`src/rtl/multi_digit_bcd_display_controller.sv`:
```
// ---------------------------------------------------------------------------
// multi_digit_bcd_display_controller
//
// Multi-digit BCD up/down counter with a time-multiplexed, active-low
// seven-segment display driver.
//
//   A prescaler divides clk_100_Mhz down to a count tick. On a tick the
//   BCD count steps up or down by one with per-digit carry/borrow. A
//   synchronous load overrides any tick in the same cycle. A separate
//   refresh counter walks the scan index across the digits, and the anode
//   and cathode outputs are registered from that index.
//
// Optional build macro:
//   LEADING_ZERO_BLANK_EN - blank every digit above the most significant
//                           nonzero digit (digit 0 is always shown).
//
// Parameters:
//   NUM_DIGITS      number of BCD digits / anodes (1..8)
//   TICK_DIVISOR    clock cycles per count tick (>= 2)
//   REFRESH_DIVISOR clock cycles per digit scan step (>= 2)
//
// Ports:
//   clk_100_Mhz                in   system clock, rising edge
//   reset                      in   asynchronous, active-high reset
//   count_enable               in   allow counting on a tick
//   count_up                   in   1 = increment, 0 = decrement
//   load                       in   synchronous load strobe
//   load_value                 in   BCD value to load, nibble 0 = LSD
//   bcd_digits                 out  current count, nibble 0 = LSD
//   rollover                   out  one-cycle pulse after a count wrap
//   anode_bits                 out  active-low digit select, bit i = digit i
//   seven_segments_LED_output  out  active-low cathodes, bit 6 = a .. bit 0 = g
// ---------------------------------------------------------------------------
module multi_digit_bcd_display_controller #(
  parameter int NUM_DIGITS      = 4,
  parameter int TICK_DIVISOR    = 100_000_000,
  parameter int REFRESH_DIVISOR = 100_000
) (
  input  logic                    clk_100_Mhz,
  input  logic                    reset,
  input  logic                    count_enable,
  input  logic                    count_up,
  input  logic                    load,
  input  logic [4*NUM_DIGITS-1:0] load_value,
  output logic [4*NUM_DIGITS-1:0] bcd_digits,
  output logic                    rollover,
  output logic [NUM_DIGITS-1:0]   anode_bits,
  output logic [6:0]              seven_segments_LED_output
);

  localparam int DW     = 4 * NUM_DIGITS;
  localparam int TICK_W = (TICK_DIVISOR > 1) ? $clog2(TICK_DIVISOR) : 1;
  localparam int REF_W  = (REFRESH_DIVISOR > 1) ? $clog2(REFRESH_DIVISOR) : 1;
  localparam int SCAN_W = (NUM_DIGITS > 1) ? $clog2(NUM_DIGITS) : 1;

  typedef enum logic {
    DISP_BLANK,
    DISP_SCAN
  } disp_state_t;

  // -------------------------------------------------------------------------
  // Segment decode (active low, bit 6 = a ... bit 0 = g)
  // -------------------------------------------------------------------------
  function automatic logic [6:0] seg_decode(input logic [3:0] d);
    logic [6:0] s;
    case (d)
      4'd0:    s = 7'b0000001;
      4'd1:    s = 7'b1001111;
      4'd2:    s = 7'b0010010;
      4'd3:    s = 7'b0000110;
      4'd4:    s = 7'b1001100;
      4'd5:    s = 7'b0100100;
      4'd6:    s = 7'b0100000;
      4'd7:    s = 7'b0001111;
      4'd8:    s = 7'b0000000;
      4'd9:    s = 7'b0000100;
      default: s = 7'b1111111;
    endcase
    return s;
  endfunction

  // -------------------------------------------------------------------------
  // Signals
  // -------------------------------------------------------------------------
  logic [TICK_W-1:0]     tick_cnt;
  logic                  tick;

  logic [DW-1:0]         count_q;
  logic [DW-1:0]         step_value;
  logic                  step_wrap;
  logic [DW-1:0]         load_clean;
  logic [3:0]            digit_tmp;
  logic                  carry;

  logic [REF_W-1:0]      refresh_cnt;
  logic                  refresh_tc;
  logic [SCAN_W-1:0]     scan_idx;

  logic [3:0]            sel_digit;
  logic                  sel_blank;
  logic [NUM_DIGITS-1:0] blank_mask;

  disp_state_t           state_q;
  disp_state_t           state_d;
  logic [NUM_DIGITS-1:0] anode_d;
  logic [6:0]            seg_d;

  assign bcd_digits = count_q;

  // -------------------------------------------------------------------------
  // Tick prescaler: free-running, independent of count_enable and load
  // -------------------------------------------------------------------------
  assign tick = (tick_cnt == TICK_W'(TICK_DIVISOR - 1));

  always_ff @(posedge clk_100_Mhz or posedge reset) begin
    if (reset) begin
      tick_cnt <= '0;
    end else if (tick) begin
      tick_cnt <= '0;
    end else begin
      tick_cnt <= tick_cnt + TICK_W'(1);
    end
  end

  // -------------------------------------------------------------------------
  // BCD step: ripple carry/borrow from the least significant digit. A carry
  // out of the top digit means the count wrapped (all-9s <-> all-0s).
  // -------------------------------------------------------------------------
  always_comb begin
    step_value = count_q;
    carry      = 1'b1;
    digit_tmp  = '0;
    for (int unsigned i = 0; i < NUM_DIGITS; i++) begin
      digit_tmp = count_q[4*i +: 4];
      if (carry) begin
        if (count_up) begin
          if (digit_tmp >= 4'd9) begin
            digit_tmp = 4'd0;
          end else begin
            digit_tmp = digit_tmp + 4'd1;
            carry     = 1'b0;
          end
        end else begin
          if (digit_tmp == 4'd0) begin
            digit_tmp = 4'd9;
          end else begin
            digit_tmp = digit_tmp - 4'd1;
            carry     = 1'b0;
          end
        end
      end
      step_value[4*i +: 4] = digit_tmp;
    end
    step_wrap = carry;
  end

  // Non-BCD nibbles in the load value are forced to zero
  always_comb begin
    load_clean = '0;
    for (int unsigned i = 0; i < NUM_DIGITS; i++) begin
      load_clean[4*i +: 4] = (load_value[4*i +: 4] > 4'd9) ? 4'd0 : load_value[4*i +: 4];
    end
  end

  // -------------------------------------------------------------------------
  // Count register and rollover pulse
  // -------------------------------------------------------------------------
  always_ff @(posedge clk_100_Mhz or posedge reset) begin
    if (reset) begin
      count_q  <= '0;
      rollover <= 1'b0;
    end else if (load) begin
      count_q  <= load_clean;
      rollover <= 1'b0;
    end else if (tick && count_enable) begin
      count_q  <= step_value;
      rollover <= step_wrap;
    end else begin
      rollover <= 1'b0;
    end
  end

  // -------------------------------------------------------------------------
  // Refresh counter and scan index
  // -------------------------------------------------------------------------
  assign refresh_tc = (refresh_cnt == REF_W'(REFRESH_DIVISOR - 1));

  always_ff @(posedge clk_100_Mhz or posedge reset) begin
    if (reset) begin
      refresh_cnt <= '0;
    end else if (refresh_tc) begin
      refresh_cnt <= '0;
    end else begin
      refresh_cnt <= refresh_cnt + REF_W'(1);
    end
  end

  always_ff @(posedge clk_100_Mhz or posedge reset) begin
    if (reset) begin
      scan_idx <= '0;
    end else if (refresh_tc) begin
      if (scan_idx == SCAN_W'(NUM_DIGITS - 1)) begin
        scan_idx <= '0;
      end else begin
        scan_idx <= scan_idx + SCAN_W'(1);
      end
    end
  end

  // -------------------------------------------------------------------------
  // Leading-zero blanking mask: digit i blanks when it and every digit
  // above it are zero. Digit 0 never blanks.
  // -------------------------------------------------------------------------
`ifdef LEADING_ZERO_BLANK_EN
  logic upper_zero;

  always_comb begin
    blank_mask = '0;
    upper_zero = 1'b1;
    for (int unsigned k = 0; k + 1 < NUM_DIGITS; k++) begin
      upper_zero = upper_zero & (count_q[4*(NUM_DIGITS-1-k) +: 4] == 4'd0);
      blank_mask[NUM_DIGITS-1-k] = upper_zero;
    end
  end
`else
  assign blank_mask = '0;
`endif

  // Digit and blank flag currently selected by the scan index
  always_comb begin
    sel_digit = '0;
    sel_blank = 1'b0;
    for (int unsigned i = 0; i < NUM_DIGITS; i++) begin
      if (scan_idx == SCAN_W'(i)) begin
        sel_digit = count_q[4*i +: 4];
        sel_blank = blank_mask[i];
      end
    end
  end

  // -------------------------------------------------------------------------
  // Display FSM: one blank cycle after reset release so the first anode
  // selection lands on the second rising edge, then continuous scanning.
  // -------------------------------------------------------------------------
  always_ff @(posedge clk_100_Mhz or posedge reset) begin
    if (reset) begin
      state_q <= DISP_BLANK;
    end else begin
      state_q <= state_d;
    end
  end

  always_comb begin
    state_d = state_q;
    anode_d = '1;
    seg_d   = 7'b1111111;
    case (state_q)
      DISP_BLANK: begin
        state_d = DISP_SCAN;
      end
      DISP_SCAN: begin
        for (int unsigned i = 0; i < NUM_DIGITS; i++) begin
          anode_d[i] = (scan_idx != SCAN_W'(i));
        end
        seg_d = sel_blank ? 7'b1111111 : seg_decode(sel_digit);
      end
      default: begin
        state_d = DISP_BLANK;
      end
    endcase
  end

  // Registered display outputs, anode and cathodes aligned
  always_ff @(posedge clk_100_Mhz or posedge reset) begin
    if (reset) begin
      anode_bits                <= '1;
      seven_segments_LED_output <= 7'b1111111;
    end else begin
      anode_bits                <= anode_d;
      seven_segments_LED_output <= seg_d;
    end
  end

endmodule

```
`config.mk`:
```
export PLATFORM = sky130hd
export DESIGN_NAME = multi_digit_bcd_display_controller
export DESIGN_NICKNAME = d
export VERILOG_FILES = /design/src/rtl/multi_digit_bcd_display_controller.sv
export SDC_FILE = /design/constraint.sdc
export NUM_CORES = 1
export LEC_CHECK = 0
export ABC_AREA = 1
export BUFFER_PORTS_ARGS = -buffer_cell sky130_fd_sc_hd__buf_2
export CORE_MARGIN = 2
export CORE_UTILIZATION = 65
export DETAILED_ROUTE_END_ITERATION = 16
export PLACE_DENSITY = 0.87
export SYNTH_ARGS = -nofsm -noshare
export SYNTH_HDL_FRONTEND = slang
export SYNTH_SLANG_ARGS = --single-unit
```
`constraint.sdc`:
```
create_clock -name clk_100_Mhz -period 6.3 [get_ports clk_100_Mhz]
set_input_delay 1.575 -clock clk_100_Mhz [delete_from_list [all_inputs] [get_ports clk_100_Mhz]]
set_output_delay 1.575 -clock clk_100_Mhz [all_outputs]
set_load 0.02 [all_outputs]
```
==> metrics.txt, run 1 <==
routed len/inst 13.7 microns; most common library cells after synthesis nand2_1 (182), inv_1 (91), nand3_1 (72), dfrtp_1 (64), nor2_1 (59); Boundary Pins 49; Synth area leaders dfrtp_1 (32%), nand2_1 (14%), nand3_1 (7.2%); fin util 74.1%; number of flops mapped to enable cells by yosys 0; drt total wl 11400 microns; final non-filler cell total 834; starting density of the core 67.9%; syn_nets approximately 730; crit-path cells buf_2; Internal Pwr Total between 800 and 900 uW; Setup CP Type flop to primary output; final cycle utilization of the critical path between 40% and 50%; critical-path maximum fanout 10; placed instance count 818; Seq/Total Area, Yosys 38.0%; Die Area 8380 sq um; CTS resizes 0; hold_buf cts 0; LEAKAGE 2.81 nW; worst slew pin tran around 0.9 ns; VDD IR-drop max around 0.00018 V; Nets 776; antenna-violating nets left 0; Yosys cell types 41; Slew Viols, Final 0; WP data required 4.72 ns; run status finished, final reports clean; I/O Buffers 48; Psw 534 uW; top cell type's share of synthesized area 32.2%; gp weighted congestion 0.914; warnings from Yosys 0; combinational power share 30.5%; setup ws final 3.54 ns; Layout area overhead 9.12%; DRC 0; Min-Delay Path Class flop to flop; Syn Inst Count 686; Detailed Routing Iterations Pass 1 5; antenna violations before repair 0; RSZ-0062 raised after global routing no; CP startpoint kind flop; DRT iter0 DRCs between 300 and 400; clock group share of total power 27.0%; Antenna Cells 0; Die Y around 90 microns; Via density 5.74; CTS tree yes; clk slew on worst S/H paths roughly 0.08 ns; Post-synth ARST share 100%; ys flop type dfrtp_1; remaining global-route overflow 0; die width 91.5 microns; most frequent cell after synthesis nand2_1; clk_lat worst skew 0.35 ns; core area 7330 sq um; register share of total power 42.5%; post-CTS setup buffer count 0; Final setup viols 0; clock root buffer clkbuf_8; GRT Resource Usage Total 28.6%; CTS buffer count 9; register bit count reported by yosys 75; largest net degree at the start of global routing 76; Layout fillers 573; Slew headroom 39.7%; crit end category primary output; CTS max path bufs 2; share of cells above drive strength 1 14.4%; clk sinks between 70 and 80; global-route wire length before repair 19600 microns; DP Wirelength slightly above 8000 microns; H-tree lvl count 3; syn_area_per_cell 7.26 sq um; setup total negative slack 0 ns; CP max stage cell dfrtp_1; vias in the first global route 4444; Net Sw Frac roughly two fifths; total number of placement rows 31; Buf/Inv on CP 1; Max Fclk 363 MHz; DP Worst Slack 3.22 ns; post-synth top area cell dfrtp_1; routed vias 4787; max-cap viol count 0; Fin. Hold Viols 0; clk_skew 0.0107 ns; pwr dens 256 nW/um^2; slowest stage delay, CP 0.59 ns; Critical Path AT between 1 and 1.5 ns; Min Clock Period, post-route roughly 2.8 ns; cell family with most CP delay flip-flops; synthesized area 4980 sq um
-- power by group through the flow --
stage	clock [mW]	sequential (mW)	combinational, mW
4_1_cts	0.375	0.588	0.420
6_report	0.375	0.590	0.423
3_3_place_gp	0	0.595	0.400
2_1_floorplan	0	0.615	0.293
5_1_grt	0.396	0.598	0.473
3_5_place_dp	0	0.597	0.417
-- stage by stage --
step / cell area [sq um] / power [mW] / hold slack [ns]
floorplan: 4980 / 0.908 / 0.432
global placement: 5240 / 0.995 / 0.448
detailed placement: 5240 / 1.01 / 0.469
CTS: 5430 / 1.38 / 0.480
global route: 5430 / 1.47 / 0.498
finish: 5430 / 1.39 / 0.478
-- registers in the layout (all words and copies together), names as in the netlist --
register                   count
anode_bits                     4
bcd_digits                    16
refresh_cnt                   17
rollover                       1
scan_idx                       2
seven_segments_LED_output      7
state_q                        1
tick_cnt                      27
-- logic make-up after synthesis --
logic type / synth area share [%]
adders and majority gates: 6.28
other: 0.0753
DFF: 38.0
buffers and inverters: 9.60
AOI/OAI and AO/OA: 8.77
xor gates and xnor gates: 4.05
and+or+nand+nor: 33.2
-- cell type report --
type                       instances  area [sq um]  area share (%)
multi-input combinational        497          2610            48.0
sequential                        75          1890            34.8
inverter                          98           368            6.77
timing repair buffer              49           248            4.56
clock buffer                      10           128            2.35
tap                               99           124            2.28
clock inverter                     6          65.1            1.20
-- layout by cell type (no fill, tap or decap), types with 3 or more instances in the layout --
master	Yosys	routed
nor2_2	5	5
nand3_1	72	72
inv_2	7	8
o211ai_1	3	3
nor3_1	10	10
xnor2_1	8	8
inv_1	91	90
nor2_1	59	59
nand4_1	23	23
o21ai_0	34	34
clkbuf_8	0	9
a21oi_1	25	25
dfstp_2	11	11
nor2_4	3	3
o21ai_1	3	3
nand3_2	3	3
ha_1	25	25
nand3b_1	3	3
o22ai_1	4	4
buf_2	5	48
nand2_2	3	3
nand2_1	182	182
dfrtp_1	64	64
xor2_1	15	15
-- worst paths after layout --
check	from	end	slack, ns	cells after the start
max	bcd_digits[12]$_DFFE_PP0P_	bcd_digits[12]	3.54	1
min	refresh_cnt[0]$_DFF_PP0_	refresh_cnt[0]$_DFF_PP0_	0.48	1
max reg2reg	scan_idx[1]$_DFFE_PP0N_	seven_segments_LED_output[6]$_DFF_PP1_	3.87	13
min reg2reg	refresh_cnt[0]$_DFF_PP0_	refresh_cnt[0]$_DFF_PP0_	0.48	1
max in group asynchronous	reset	rollover$_DFF_PP0_	4.23	3
min in group asynchronous	reset	refresh_cnt[7]$_DFF_PP0_	1.47	3
-- routing by layer --
metal / vias up / global-route usage, % / routed length (microns)
li1: 2289 / - / -
met1: 2256 / 37.1 / 4660
met2: 208 / 47.8 / 5600
met3: 34 / 3.73 / 784
met4: 0 / 12.9 / 366
met5: - / 0 / 0
Note: power is estimated with default switching activity, not from simulation.
==> run 2, diff against run 1 <==
CORE_UTILIZATION = 60   (was 65)
PLACE_DENSITY = 0.81   (was 0.87)
clock period = 2.7 ns   (was 6.3 ns; I/O delays follow)
==> metrics.txt, run 2 (same netlist as run 1, synthesis figures left out) <==
run status finished, final reports clean; drt total wl 11300 microns (-0.89%); post-CTS setup buffer count 0 (unchanged); crit end category flop; Fin. Hold Viols 0 (unchanged); Die Area 9040 sq um (+8.0%); clk slew on worst S/H paths 0.08 ns (about the same); max-cap viol count 0 (unchanged); remaining global-route overflow 0 (unchanged); Detailed Routing Iterations Pass 1 5 (unchanged); Setup CP Type flop to flop; routed len/inst 13.4 microns (-2.0%); Max Fclk 426 MHz; pwr dens 606 nW/um^2 (+140%); routed vias 4658 (-2.7%); clk_lat worst skew 0.35 ns (about the same); CTS buffer count 9 (unchanged); DRC 0 (unchanged); WP data required 2.98 ns (-1.74 ns); DRT iter0 DRCs 267 (-22%); worst slew pin tran 0.698 ns (-0.207 ns); CTS tree yes; CTS resizes 0 (unchanged); I/O Buffers 48 (unchanged); Slew headroom 53.0% (+13 points); H-tree lvl count 3 (unchanged); Min Clock Period, post-route 2.34 ns; most common cell after layout, fill and taps aside nand2_1; cell depth of the worst flop-to-flop path 8 (-5); clock root buffer clkbuf_8; most frequent cells in the layout nand2_1 (182), inv_1 (90), nand3_1 (72); Antenna Cells 0 (unchanged); Via density 5.53 (-3.7%); total number of placement rows 33 (+6.5%); clk_skew 0.0116 ns (+0.000820 ns); Final setup viols 0 (unchanged); Reg with most FFs tick_cnt; CP startpoint kind flop; Boundary Pins 49 (unchanged); LEAKAGE 2.85 nW (+1.2%); antenna-violating nets left 0 (unchanged); Nets 779 (+0.39%); global-route wire length before repair 19800 microns (+0.85%); largest net degree at the start of global routing 29 (-62%); DP Wirelength 8470 microns (+2.9%); GRT Resource Usage Total 27.4% (-1.2 points); antenna violations before repair 0 (unchanged); Layout area overhead 10.5%; max FFs per register 27 (unchanged); hold_buf cts 0 (unchanged); critical-path maximum fanout 9 (-1); vias in the first global route 4515 (+1.6%); worst r2r src scan_idx[0]$_DFFE_PP0N_; share of cells above drive strength 1 14.6% (+0.21 points); final cycle utilization of the critical path 86.8%; Die Y 95.1 microns (+3.9%); flop-to-flop setup slack 0.36 ns (-3.51 ns); fin util 67.6% (-6.5 points); VDD IR-drop max 0.000498 V (+180%); Slew Viols, Final 0 (unchanged); Critical Path AT 2.62 ns (+1.44 ns); starting density of the core 61.2% (-6.7 points); CTS max path bufs 2 (unchanged); Layout fillers 661 (+15%); gp weighted congestion 0.965 (+5.6%); die width 95.1 microns (+3.9%); worst r2r dst seven_segments_LED_output[3]$_DFF_PP1_; RSZ-0062 raised after global routing no; Min-Delay Path Class input pin to asynchronous set/reset pin; clk sinks 75 (unchanged); setup total negative slack 0 ns (unchanged); core area 8130 sq um (+11%)
run 2: stage by stage:
stage	instances	total power, mW	hold slack (ns)	setup slack, ns	cell area, sq um
after floorplan	686	2.12	0.432	0.133	4980
after global placement	827	2.34	0.445	0.585	5280
after detailed placement	827	2.37	0.451	0.407	5280
after CTS	843	3.33	0.356	0.359	5500
after global routing	843	3.54	0.380	0.107	5500
final	843	3.33	0.339	0.355	5500
run 2: cell type report:
cell class,instances,area [sq um],area share [%]
Sequential cell,75,1890,34.4
Timing Repair Buffer,52,283,5.14
Multi-Input combinational cell,497,2610,47.4
Tap cell,105,131,2.39
Inverter,98,368,6.69
Clock inverter,4,73.8,1.34
Clock buffer,12,145,2.64
run 2: power by group:
group          total, mW  leakage (nW)  internal [mW]  switching, mW
clock network      0.964         0.111          0.547          0.417
registers           1.38         0.961           1.22          0.162
logic              0.987          1.77          0.349          0.638
total               3.33          2.85           2.12           1.22
run 2: routing by layer:
layer | global-route usage, % | vias to the layer above | part of all wire (%)
met2 | 46.1 | 175 | 49
met1 | 34.1 | 2148 | 42
met4 | 12.1 | 0 | 2.6
met3 | 5.53 | 38 | 6.4
li1 | - | 2297 | -
met5 | 0 | - | 0
run 2: worst max path at each step:
stage	start	to	slack, ns	cells after the start
2_1_floorplan	reset	bcd_digits[0]$_DFFE_PP0P_	0.13	1
3_3_place_gp	scan_idx[0]$_DFFE_PP0N_	seven_segments_LED_output[6]$_DFF_PP1_	0.58	8
3_5_place_dp	scan_idx[0]$_DFFE_PP0N_	seven_segments_LED_output[6]$_DFF_PP1_	0.41	8
4_1_cts	scan_idx[0]$_DFFE_PP0N_	seven_segments_LED_output[6]$_DFF_PP1_	0.36	8
5_1_grt	scan_idx[0]$_DFFE_PP0N_	seven_segments_LED_output[3]$_DFF_PP1_	0.11	8
6_report	scan_idx[0]$_DFFE_PP0N_	seven_segments_LED_output[3]$_DFF_PP1_	0.36	8
run 2: worst max-delay path: stages, from the launching register on:
cell	delay, ns
dfrtp_1	0.42
ha_1	0.35
inv_1	0.09
o21ai_0	0.57
inv_1	0.16
ha_1	0.24
or2_2	0.30
nand3_1	0.09
nand2_1	0.05
==> run 3, diff against run 2 <==
clock period = 2.44 ns   (was 2.7 ns; I/O delays follow)
==> metrics.txt, run 3 (same netlist as run 1, synthesis figures left out) <==
WP data required 2.70 ns (-0.28 ns); DRC 0 (unchanged); Nets 780 (+0.13%); drt total wl 11100 microns (-1.8%); CTS buffer count 9 (unchanged); LEAKAGE 2.84 nW (-0.21%); met1 Use GR 33.7% (-0.32 points); Slew Viols, Final 0 (unchanged); Setup CP Type flop to flop; Die Area 9040 sq um (unchanged); VDD IR-drop max 0.000410 V (-18%); critical-path maximum fanout 6 (-3); share of cells above drive strength 1 14.9% (+0.25 points); GRT Resource Usage Total 26.4% (-0.96 points); Slew headroom 56.7% (+3.7 points); Min Hold Slack 0.352 ns (+0.0128 ns); RSZ-0062 raised after global routing no; gr busiest metal met2; worst slew pin tran 0.648 ns (-0.0497 ns); routed len/inst 13.2 microns (-2.0%); die width 95.1 microns (unchanged); Min-Delay Path Class input pin to asynchronous set/reset pin; DP Wirelength 8370 microns (-1.2%); CP startpoint kind flop; starting density of the core 61.2% (unchanged); post-CTS setup buffer count 0 (unchanged); most common cell after layout, fill and taps aside nand2_1; clk_lat worst skew 0.34 ns (about the same); most used cell, CP nand2_1; routed vias 4637 (-0.45%); met3 usage 3.79% (-1.7 points); Max Fclk 448 MHz (+5.0%); max-cap viol count 0 (unchanged); Layout fillers 669 (+1.2%); most frequent cells in the layout nand2_1 (182), inv_1 (90), nand3_1 (72); Die Y 95.1 microns (unchanged); run status finished, final reports clean; Detailed Routing Iterations Pass 1 5 (unchanged); CTS resizes 0 (unchanged); H-tree lvl count 3 (unchanged); Layout area overhead 10.4% (about the same); Fin. Hold Viols 0 (unchanged); gp weighted congestion 1.02 (+5.4%); I/O Buffers 48 (unchanged); area of the multi-input gates 2610 sq um (unchanged); antenna violations before repair 0 (unchanged); clk sinks 75 (unchanged); remaining global-route overflow 0 (unchanged); clk slew on worst S/H paths 0.08 ns (about the same); cell family with most CP delay simple AND/OR/NAND/NOR gates; setup total negative slack 0 ns (unchanged); crit end category flop; met2 Use GR 45.1% (-1.1 points); antenna-violating nets left 0 (unchanged); register area 1890 sq um (unchanged); Min Clock Period, post-route 2.23 ns (-0.113 ns); CTS tree yes; global-route wire length before repair 19000 microns (-4.1%); Buf/Inv on CP 3 (+1); core area 8130 sq um (unchanged); CTS max path bufs 2 (unchanged); clk_skew 0.0154 ns (+0.00386 ns); CP max stage cell dfrtp_1; total number of placement rows 33 (unchanged); clock root buffer clkbuf_8; largest net degree at the start of global routing 36 (+24%); DRT iter0 DRCs 253 (-5.2%); Critical Path AT 2.50 ns (-0.12 ns); hold_buf cts 0 (unchanged); Via density 5.49 (-0.57%); vias in the first global route 4310 (-4.5%); Reg with most FFs tick_cnt; slowest stage delay, CP 0.41 ns (-0.16 ns); Boundary Pins 49 (unchanged); pwr dens 655 nW/um^2 (+8.1%); Final setup viols 0 (unchanged); Antenna Cells 0 (unchanged); max FFs per register 27 (unchanged); crit-path cells inv_1 -> ha_1 -> inv_1 -> nand2_1 -> o22ai_1 -> nand2_1 -> nand2_1 -> o21ai_1 -> inv_1 -> ha_1 -> or2_2 -> nand3_1 -> nand2_1; final cycle utilization of the critical path 91.5% (+4.6 points)
==> run 3: changes by cell type in the layout (fill, tap and decap cells not counted) <==
cell and delta:
buf_4 +1, bufinv_16 -1, clkbuf_1 -1, clkinv_4 +1
clkinvlp_4 +1, inv_2 -1, inv_6 +1, o21ai_0 -1
o21ai_1 +1
==> run 3: where the power goes <==
group	internal (mW)	switching, mW	total, mW
registers	1.35	0.170	1.52
clock network	0.507	0.481	0.988
logic	0.387	0.703	1.09
total	2.24	1.35	3.60
==> run 3: per-stage QoR <==
| step | util, % | cell area [sq um] | power [mW] | worst slack, ns | std cells |
|---|---|---|---|---|---|
| final | 67.6 | 5500 | 3.60 | 0.208 | 844 |
| after global routing | 67.6 | 5500 | 3.84 | 0.0187 | 844 |
| after CTS | 67.6 | 5500 | 3.60 | 0.160 | 844 |
| after detailed placement | 65.1 | 5290 | 2.62 | 0.172 | 828 |
| after global placement | 65.1 | 5290 | 2.58 | 0.323 | 828 |
| after floorplan | - | 4980 | 2.34 | 0.344 | 686 |
==> run 3: worst paths after layout <==
check | start | end | slack [ns] | cells after the start
setup reg to reg | scan_idx[1]$_DFFE_PP0N_ | seven_segments_LED_output[3]$_DFF_PP1_ | 0.21 | 13
setup / recovery | scan_idx[1]$_DFFE_PP0N_ | seven_segments_LED_output[3]$_DFF_PP1_ | 0.21 | 13
hold reg to reg | refresh_cnt[0]$_DFF_PP0_ | refresh_cnt[0]$_DFF_PP0_ | 0.46 | 1
hold / removal | reset | tick_cnt[3]$_DFF_PP0_ | 0.35 | 2
max in group asynchronous | reset | seven_segments_LED_output[4]$_DFF_PP1_ | 1.45 | 3
min in group clk_100_Mhz | refresh_cnt[0]$_DFF_PP0_ | refresh_cnt[0]$_DFF_PP0_ | 0.46 | 1
==> run 3: area by class of cell <==
| class | count | area share, % |
|---|---|---|
| Clock buffer | 11 | 2.57 |
| Multi-Input combinational cell | 497 | 47.5 |
| Timing Repair Buffer | 53 | 5.28 |
| Inverter | 98 | 6.76 |
| Sequential cell | 75 | 34.4 |
| Clock inverter | 5 | 1.12 |
| Tap cell | 105 | 2.39 |
==> run 3: per-layer routing <==
layer / wire, microns / part of all wire [%]
met1: 4770 / 43
met2: 5520 / 50
met3: 544 / 4.9
met4: 264 / 2.4
met5: 0 / 0
